==> src/rtl/hex_display_bank.sv <==
// ============================================================================
// Module  : hex_display_bank
// Purpose : Parallel 0-F seven-segment driver with leading-zero and blink blanking.
// Rev     : 1.0
// ============================================================================
`default_nettype none

module hex_display_bank #(
  parameter int DIGITS    = 6,
  parameter int BLINK_DIV = 25_000_000
) (
  input  logic                  clk,
  input  logic                  rst_n,
  input  logic                  load,
  input  logic [4*DIGITS-1:0]   value,
  input  logic [DIGITS-1:0]     blink_en,
  input  logic                  lz_blank,
  output logic [7*DIGITS-1:0]   display
);

  localparam int               CNT_W     = $clog2(BLINK_DIV);
  localparam logic [CNT_W-1:0] CNT_MAX   = CNT_W'(BLINK_DIV - 1);
  localparam logic [6:0]       SEG_BLANK = 7'b1111111;

  logic [4*DIGITS-1:0] val_q,       val_d;
  logic [CNT_W-1:0]    blink_cnt_q, blink_cnt_d;
  logic                blink_off_q, blink_off_d;
  logic [7*DIGITS-1:0] display_q,   display_d;
  logic                w_cnt_wrap;

  function automatic logic [6:0] seg_decode(input logic [3:0] nib);
    logic [6:0] seg;
    case (nib)
      4'h0: seg = 7'b1000000;
      4'h1: seg = 7'b1111001;
      4'h2: seg = 7'b0100100;
      4'h3: seg = 7'b0110000;
      4'h4: seg = 7'b0011001;
      4'h5: seg = 7'b0010010;
      4'h6: seg = 7'b0000010;
      4'h7: seg = 7'b1111000;
      4'h8: seg = 7'b0000000;
      4'h9: seg = 7'b0010000;
      4'hA: seg = 7'b0001000;
      4'hB: seg = 7'b0000011;
      4'hC: seg = 7'b1000110;
      4'hD: seg = 7'b0100001;
      4'hE: seg = 7'b0000110;
      default: seg = 7'b0001110;
    endcase
    return seg;
  endfunction

  always_comb begin
    w_cnt_wrap  = (blink_cnt_q == CNT_MAX);
    blink_cnt_d = w_cnt_wrap ? '0 : blink_cnt_q + CNT_W'(1);
    blink_off_d = blink_off_q ^ w_cnt_wrap;
    val_d       = load ? value : val_q;
  end

  // Scan from the most significant digit; once a nonzero nibble is seen,
  // every lower digit is significant and shown.
  always_comb begin
    logic       nz_seen;
    logic [3:0] nib;
    logic [6:0] seg;
    nz_seen   = 1'b0;
    nib       = 4'h0;
    seg       = SEG_BLANK;
    display_d = '1;
    for (int i = DIGITS - 1; i >= 0; i--) begin
      nib = val_q[4*i +: 4];
      if (nib != 4'h0) nz_seen = 1'b1;
      if (blink_off_q && blink_en[i])
        seg = SEG_BLANK;
      else if (lz_blank && !nz_seen && (i != 0))
        seg = SEG_BLANK;
      else
        seg = seg_decode(nib);
      display_d[7*i +: 7] = seg;
    end
  end

  always_ff @(posedge clk) begin
    if (!rst_n) begin
      val_q       <= '0;
      blink_cnt_q <= '0;
      blink_off_q <= 1'b0;
      display_q   <= '1;
    end else begin
      val_q       <= val_d;
      blink_cnt_q <= blink_cnt_d;
      blink_off_q <= blink_off_d;
      display_q   <= display_d;
    end
  end

  assign display = display_q;

endmodule

`default_nettype wire

==> config.mk <==
export PLATFORM = sky130hd
export DESIGN_NAME = hex_display_bank
export DESIGN_NICKNAME = d
export VERILOG_FILES = /design/src/rtl/hex_display_bank.sv
export SDC_FILE = /design/constraint.sdc
export NUM_CORES = 1
export LEC_CHECK = 0
export CELL_PAD_IN_SITES_DETAIL_PLACEMENT = 1
export CELL_PAD_IN_SITES_GLOBAL_PLACEMENT = 2
export CORE_MARGIN = 10
export CORE_UTILIZATION = 30
export CTS_BUF_LIST = sky130_fd_sc_hd__clkbuf_2 sky130_fd_sc_hd__clkbuf_4 sky130_fd_sc_hd__clkbuf_8
export DETAILED_ROUTE_END_ITERATION = 16
export GPL_TIMING_DRIVEN = 0
export PLACE_DENSITY = 0.79
export SLEW_MARGIN = 20
export SYNTH_ARGS = -nofsm -noshare
export SYNTH_HDL_FRONTEND = slang
export SYNTH_SLANG_ARGS = --single-unit
==> constraint.sdc <==
create_clock -name clk -period 2.2 [get_ports clk]
set_clock_uncertainty 0.2 [all_clocks]
set_input_delay 0.44 -clock clk [delete_from_list [all_inputs] [get_ports clk]]
set_output_delay 0.44 -clock clk [all_outputs]
set_load 0.02 [all_outputs]
Word-level counts from Yosys, hierarchy flattened

Memory sizes are Yosys's and may differ from the RTL's. A register that Yosys moved wholly into a read port is not among the register bits.
Cells that the tools add are included.

Input bits: 34
Register bits: 50
Latch bits: 0
Logic and storage cells: 46
ROM bits: 672
RAM bits: 0
Memories: 6

Memories:

| memory          | depth | width | rd ports | clocked after memory_dff | wr ports | RTL line | text |
|---|---|---|---|---|---|---|---|
| (no name shown) | 16    | 7     | 1        | 1                        | 0        | 33       | `case (nib)` |
| (no name shown) | 16    | 7     | 1        | 1                        | 0        | 33       |  |
| (no name shown) | 16    | 7     | 1        | 1                        | 0        | 33       |  |
| (no name shown) | 16    | 7     | 1        | 1                        | 0        | 33       |  |
| (no name shown) | 16    | 7     | 1        | 1                        | 0        | 33       |  |
| (no name shown) | 16    | 7     | 1        | 1                        | 0        | 33       |  |

Add/sub/neg operators: 1
Shift-type cells: 0
Bitwise logic cells: 2
Equal/unequal tests: 1
Reduce and logical (&&, ||, !) cells: 28
Divide/modulo/power cells: 0
$lt $le $gt $ge: 0
Muxes and demuxes: 5
$mul: 0

Operators by type and width:

| cell                  | number |
|---|---|
| $add 25x1->25 const B | 1 |
| $eq 25x25->1 const B  | 1 |
| $reduce_bool 4->1     | 5 |
| $reduce_or 3->1       | 5 |
| $logic_and 1x1->1     | 11 |
| $logic_not 1->1       | 5 |
| $mux 1                | 5 |
| $reduce_or 2->1       | 2 |
| $not 1->1             | 1 |
| $xor 1x1->1           | 1 |

Depth between registers and ports, before layout

Word-level depth: 9
Mapped depth: 6
Mapped depth without buffers: 6

Worst setup path before layout

OpenSTA, ideal clock, no wires.

Kind: reg2reg
From: register blink_cnt_q[0]
To: register blink_cnt_q[24]
Path buffers: 1
Stages on the path, launching flop included: 7
Setup time: 0.066 ns
Required time: 1.934 ns
Data arrival time: 1.910 ns
Slack: 0.024 ns
Cell sequence: dfxtp_1 -> ha_1 -> nand4_1 -> or4_1 -> buf_2 -> or4_4 -> a21oi_2

Longest elaborated chain between the ends: 2
Elaborated cells between the ends (all ways): 3
Those cells by class: add/sub (1); eq/ne (1); reduce/logical (1)

Ends and longest elaborated chain:

| what                                                  | RTL line | text |
|---|---|---|
| start: declaration                                    | 26       | `logic [CNT_W-1:0] blink_cnt_q, blink_cnt_d;` |
| start signal: assignment                              | 92       | `blink_cnt_q <= blink_cnt_d;` |
| branches (longest 2 deep; another with $add 25x1->25) | --       |  |

Parallel ways; which one is timed is not known.
A chain may end at the register's enable or synchronous reset.

Final worst setup path

From: register blink_cnt_q[14]
To: register blink_cnt_q[24]

Same word-level chain as after synthesis.

==> qor.txt <==
die width: 143 um
Hold Path Stages: 2
CP Max Fanout: 10
CTS Buf Count: 9
number of inserted diodes: 0
core footprint: 14,600 um^2
Max-slew headroom: 46.7%
DRT antenna net count: 0
end of the worst register-to-register path: blink_cnt_q[24]
Fin Hold WS: 0.309 ns
Reg clk slew, reported paths: 0.09 ns
Worst Max-Slew Pin Slew: 0.799 ns
Placed Cells: 759
worst vdd ir: 0.334 mV
Clock Tree Buf Depth: 2
vias per cell: 5.00
fin worst setup slack: 0.0612 ns
sequential area share after synthesis: 40.7%
Data required, critical path: 2.32 ns
htree depth: 3
total track usage: 12.1%
clk_lat worst skew: 0.37 ns
Final nets: 656
max-cap check violation count: 0
Final Non-Filler Cells: 778
Critical Path End Type: flop
DRT iter0 DRCs: 112
total gr overflow: 0
#FFs+latches synth: 92
share of cells above drive strength 1: 11.8%
WS Path Type: reg2reg
CP startpoint: blink_cnt_q[14]
Hold Buf Count CTS: 0
drt drc: 0
Power Dens Cells: 681 nW/um^2
row cnt: 44
status: finished clean
drt pass-1 iters: 4
total placed instance area: 5500 um^2
routed length per instance: 16.2 um
number of global-route vias before repair: 3,884
post-synthesis net count: 567
synth unique cells: 49
post-synthesis cell area: 4530 um^2
Port Buffers: 74
Syn Area/Cell: 9.04 um^2
Worst Path Arrival: 2.26 ns
flop2flop setup slack: 0.06 ns
Yosys Warn Count: 0
initial antenna violation count: 0
fmax: 468 MHz
starting density of the core: 30.9%
DIE AREA: 20,400 um^2
drt total wl: 12,600 um
Synth Instances: 501
DR vias: 3,889
CTS root buffer: clkbuf_8
design area: 5960 um^2
class of the worst hold path: reg2reg
Leak: 2.17 nW
final hold viol count: 0
clk sinks: 92
global-route wire length before repair: 20,100 um
Final period util: 97.2%
reg2reg start: blink_cnt_q[14]
Area Overhead vs Synth: 31.5%
Worst setup endpoint: blink_cnt_q[24]
gpl congestion: 0.819
largest net degree at the start of global routing: 15
Design Power: 4.06 mW
CTS tree: done
IO Count: 76
max-slew violations: 0
pre-CTS setup slack: -0.438 ns
Period minus WS final: 2.14 ns
RSZ-0062 raised after global routing: yes
Chip Height: 143 um
cells on worst reg2reg path: 5
dpl hpwl: 9470 um
Startpoint Class: flop
# setup viols final: 0
flip-flops by register name, indices dropped and copies added, names as in the netlist:
name,count
blink_off_q,1
display,42
val_q,24
blink_cnt_q,25
kinds of logic after synthesis:
logic type	Yosys count	synth area share, %
and+or+nand+nor	189	22.5
AOI/OAI and AO/OA	102	15.8
DFF	92	40.7
buffers and inverters	49	4.36
adders and majority gates	32	8.84
muxes	26	5.77
xor gates and xnor gates	11	2.13
critical path: stages, from the launching register on:
cell     delay (ns)
dfxtp_1        0.40
nand4_4        0.13
or4_1          0.55
buf_4          0.19
or4_4          0.48
a21oi_2        0.14
cell usage after synthesis (all sizes together):
master / instances / area (um^2)
a31oi: 1 / 6.26
xnor2: 8 / 70.1
o211ai: 19 / 143
inv: 26 / 97.6
a21o: 8 / 60.1
dfxtp: 92 / 1840
a21oi: 14 / 73.8
nand2: 48 / 180
o21a: 2 / 15.0
and3: 5 / 31.3
nand2b: 13 / 81.3
nand3b: 3 / 22.5
a21boi: 2 / 15.0
and2: 1 / 7.51
nor3: 2 / 10.0
o311ai: 22 / 193
nand4: 7 / 65.1
xor2: 3 / 26.3
o21ai: 26 / 141
ha: 32 / 400
nor2: 36 / 135
nor2b: 28 / 175
or3b: 3 / 26.3
buf: 5 / 22.5
mux2i: 25 / 250
mux2: 1 / 11.3
and4: 2 / 21.3
o211a: 1 / 10.0
nor4: 3 / 18.8
o31ai: 3 / 22.5
or3: 11 / 68.8
nand4bb: 1 / 11.3
clkbuf: 18 / 77.6
a32oi: 4 / 35.0
or4: 7 / 60.1
nand3: 18 / 95.1
nor4b: 1 / 8.76
metal layers:
| layer | up-vias | global-route usage, % | part of all wire (%) |
|---|---|---|---|
| met5 | - | 0 | 0 |
| met4 | 0 | 3.91 | 1.6 |
| met3 | 13 | 3.98 | 4.3 |
| met2 | 60 | 20.2 | 49 |
| met1 | 1867 | 14.5 | 46 |
| li1 | 1949 | - | - |
stage by stage:
step	util (%)	setup TNS (ns)
final	40.7	0
after global routing	40.7	-0.231
after CTS	39.7	-0.790
after detailed placement	37.6	-8.08
after global placement	37.6	-6.77
after floorplan	-	0
what timing repair did:
item | 4_1_cts | 5_1_grt
setup endpoints to repair | 36 | 47
resized for setup | 12 | 37
buffers inserted | 1 | 4
pin swaps | 1 | 4
worst min path at each step:
| stage | startpoint | slack, ns | to |
|---|---|---|---|
| final | blink_cnt_q[24] | 0.31 | blink_cnt_q[24] |
| after global routing | blink_cnt_q[13] | 0.33 | blink_cnt_q[13] |
| after CTS | blink_cnt_q[0] | 0.28 | blink_cnt_q[0] |
| after detailed placement | blink_cnt_q[0] | 0.27 | blink_cnt_q[0] |
| after global placement | blink_cnt_q[0] | 0.25 | blink_cnt_q[0] |
| after floorplan | blink_cnt_q[0] | 0.24 | blink_cnt_q[0] |
final cells by class:
class | instances | area (um^2)
sequential | 92 | 1870
timing repair buffer | 79 | 778
clock buffer | 10 | 131
tap | 184 | 230
inverter | 26 | 97.6
buffer | 22 | 104
clock inverter | 5 | 125
multi-input combinational | 360 | 2630
fill | 1670 | 8680
cells in the final DEF (no fill, tap or decap), types with 8 or more instances in the layout:
cell	n
dfxtp_1	77
clkdlybuf4s50_1	74
nand2_1	48
nor2_1	34
nor2b_1	28
ha_1	28
mux2i_1	25
o21ai_0	23
inv_1	22
o211ai_1	19
clkbuf_1	16
nand3_1	16
nand2b_1	13
a21oi_1	13
o311ai_0	13
dfxtp_2	12
or3_1	11
clkbuf_8	10
a21o_1	8
xnor2_1	8
where the power goes:
part	switching (mW)	total, mW	internal, mW
clock	0.601	1.48	0.874
sequential	0.0670	1.84	1.78
combinational	0.388	0.741	0.353
total	1.06	4.06	3.00
Power figures use the tool's default switching activity.
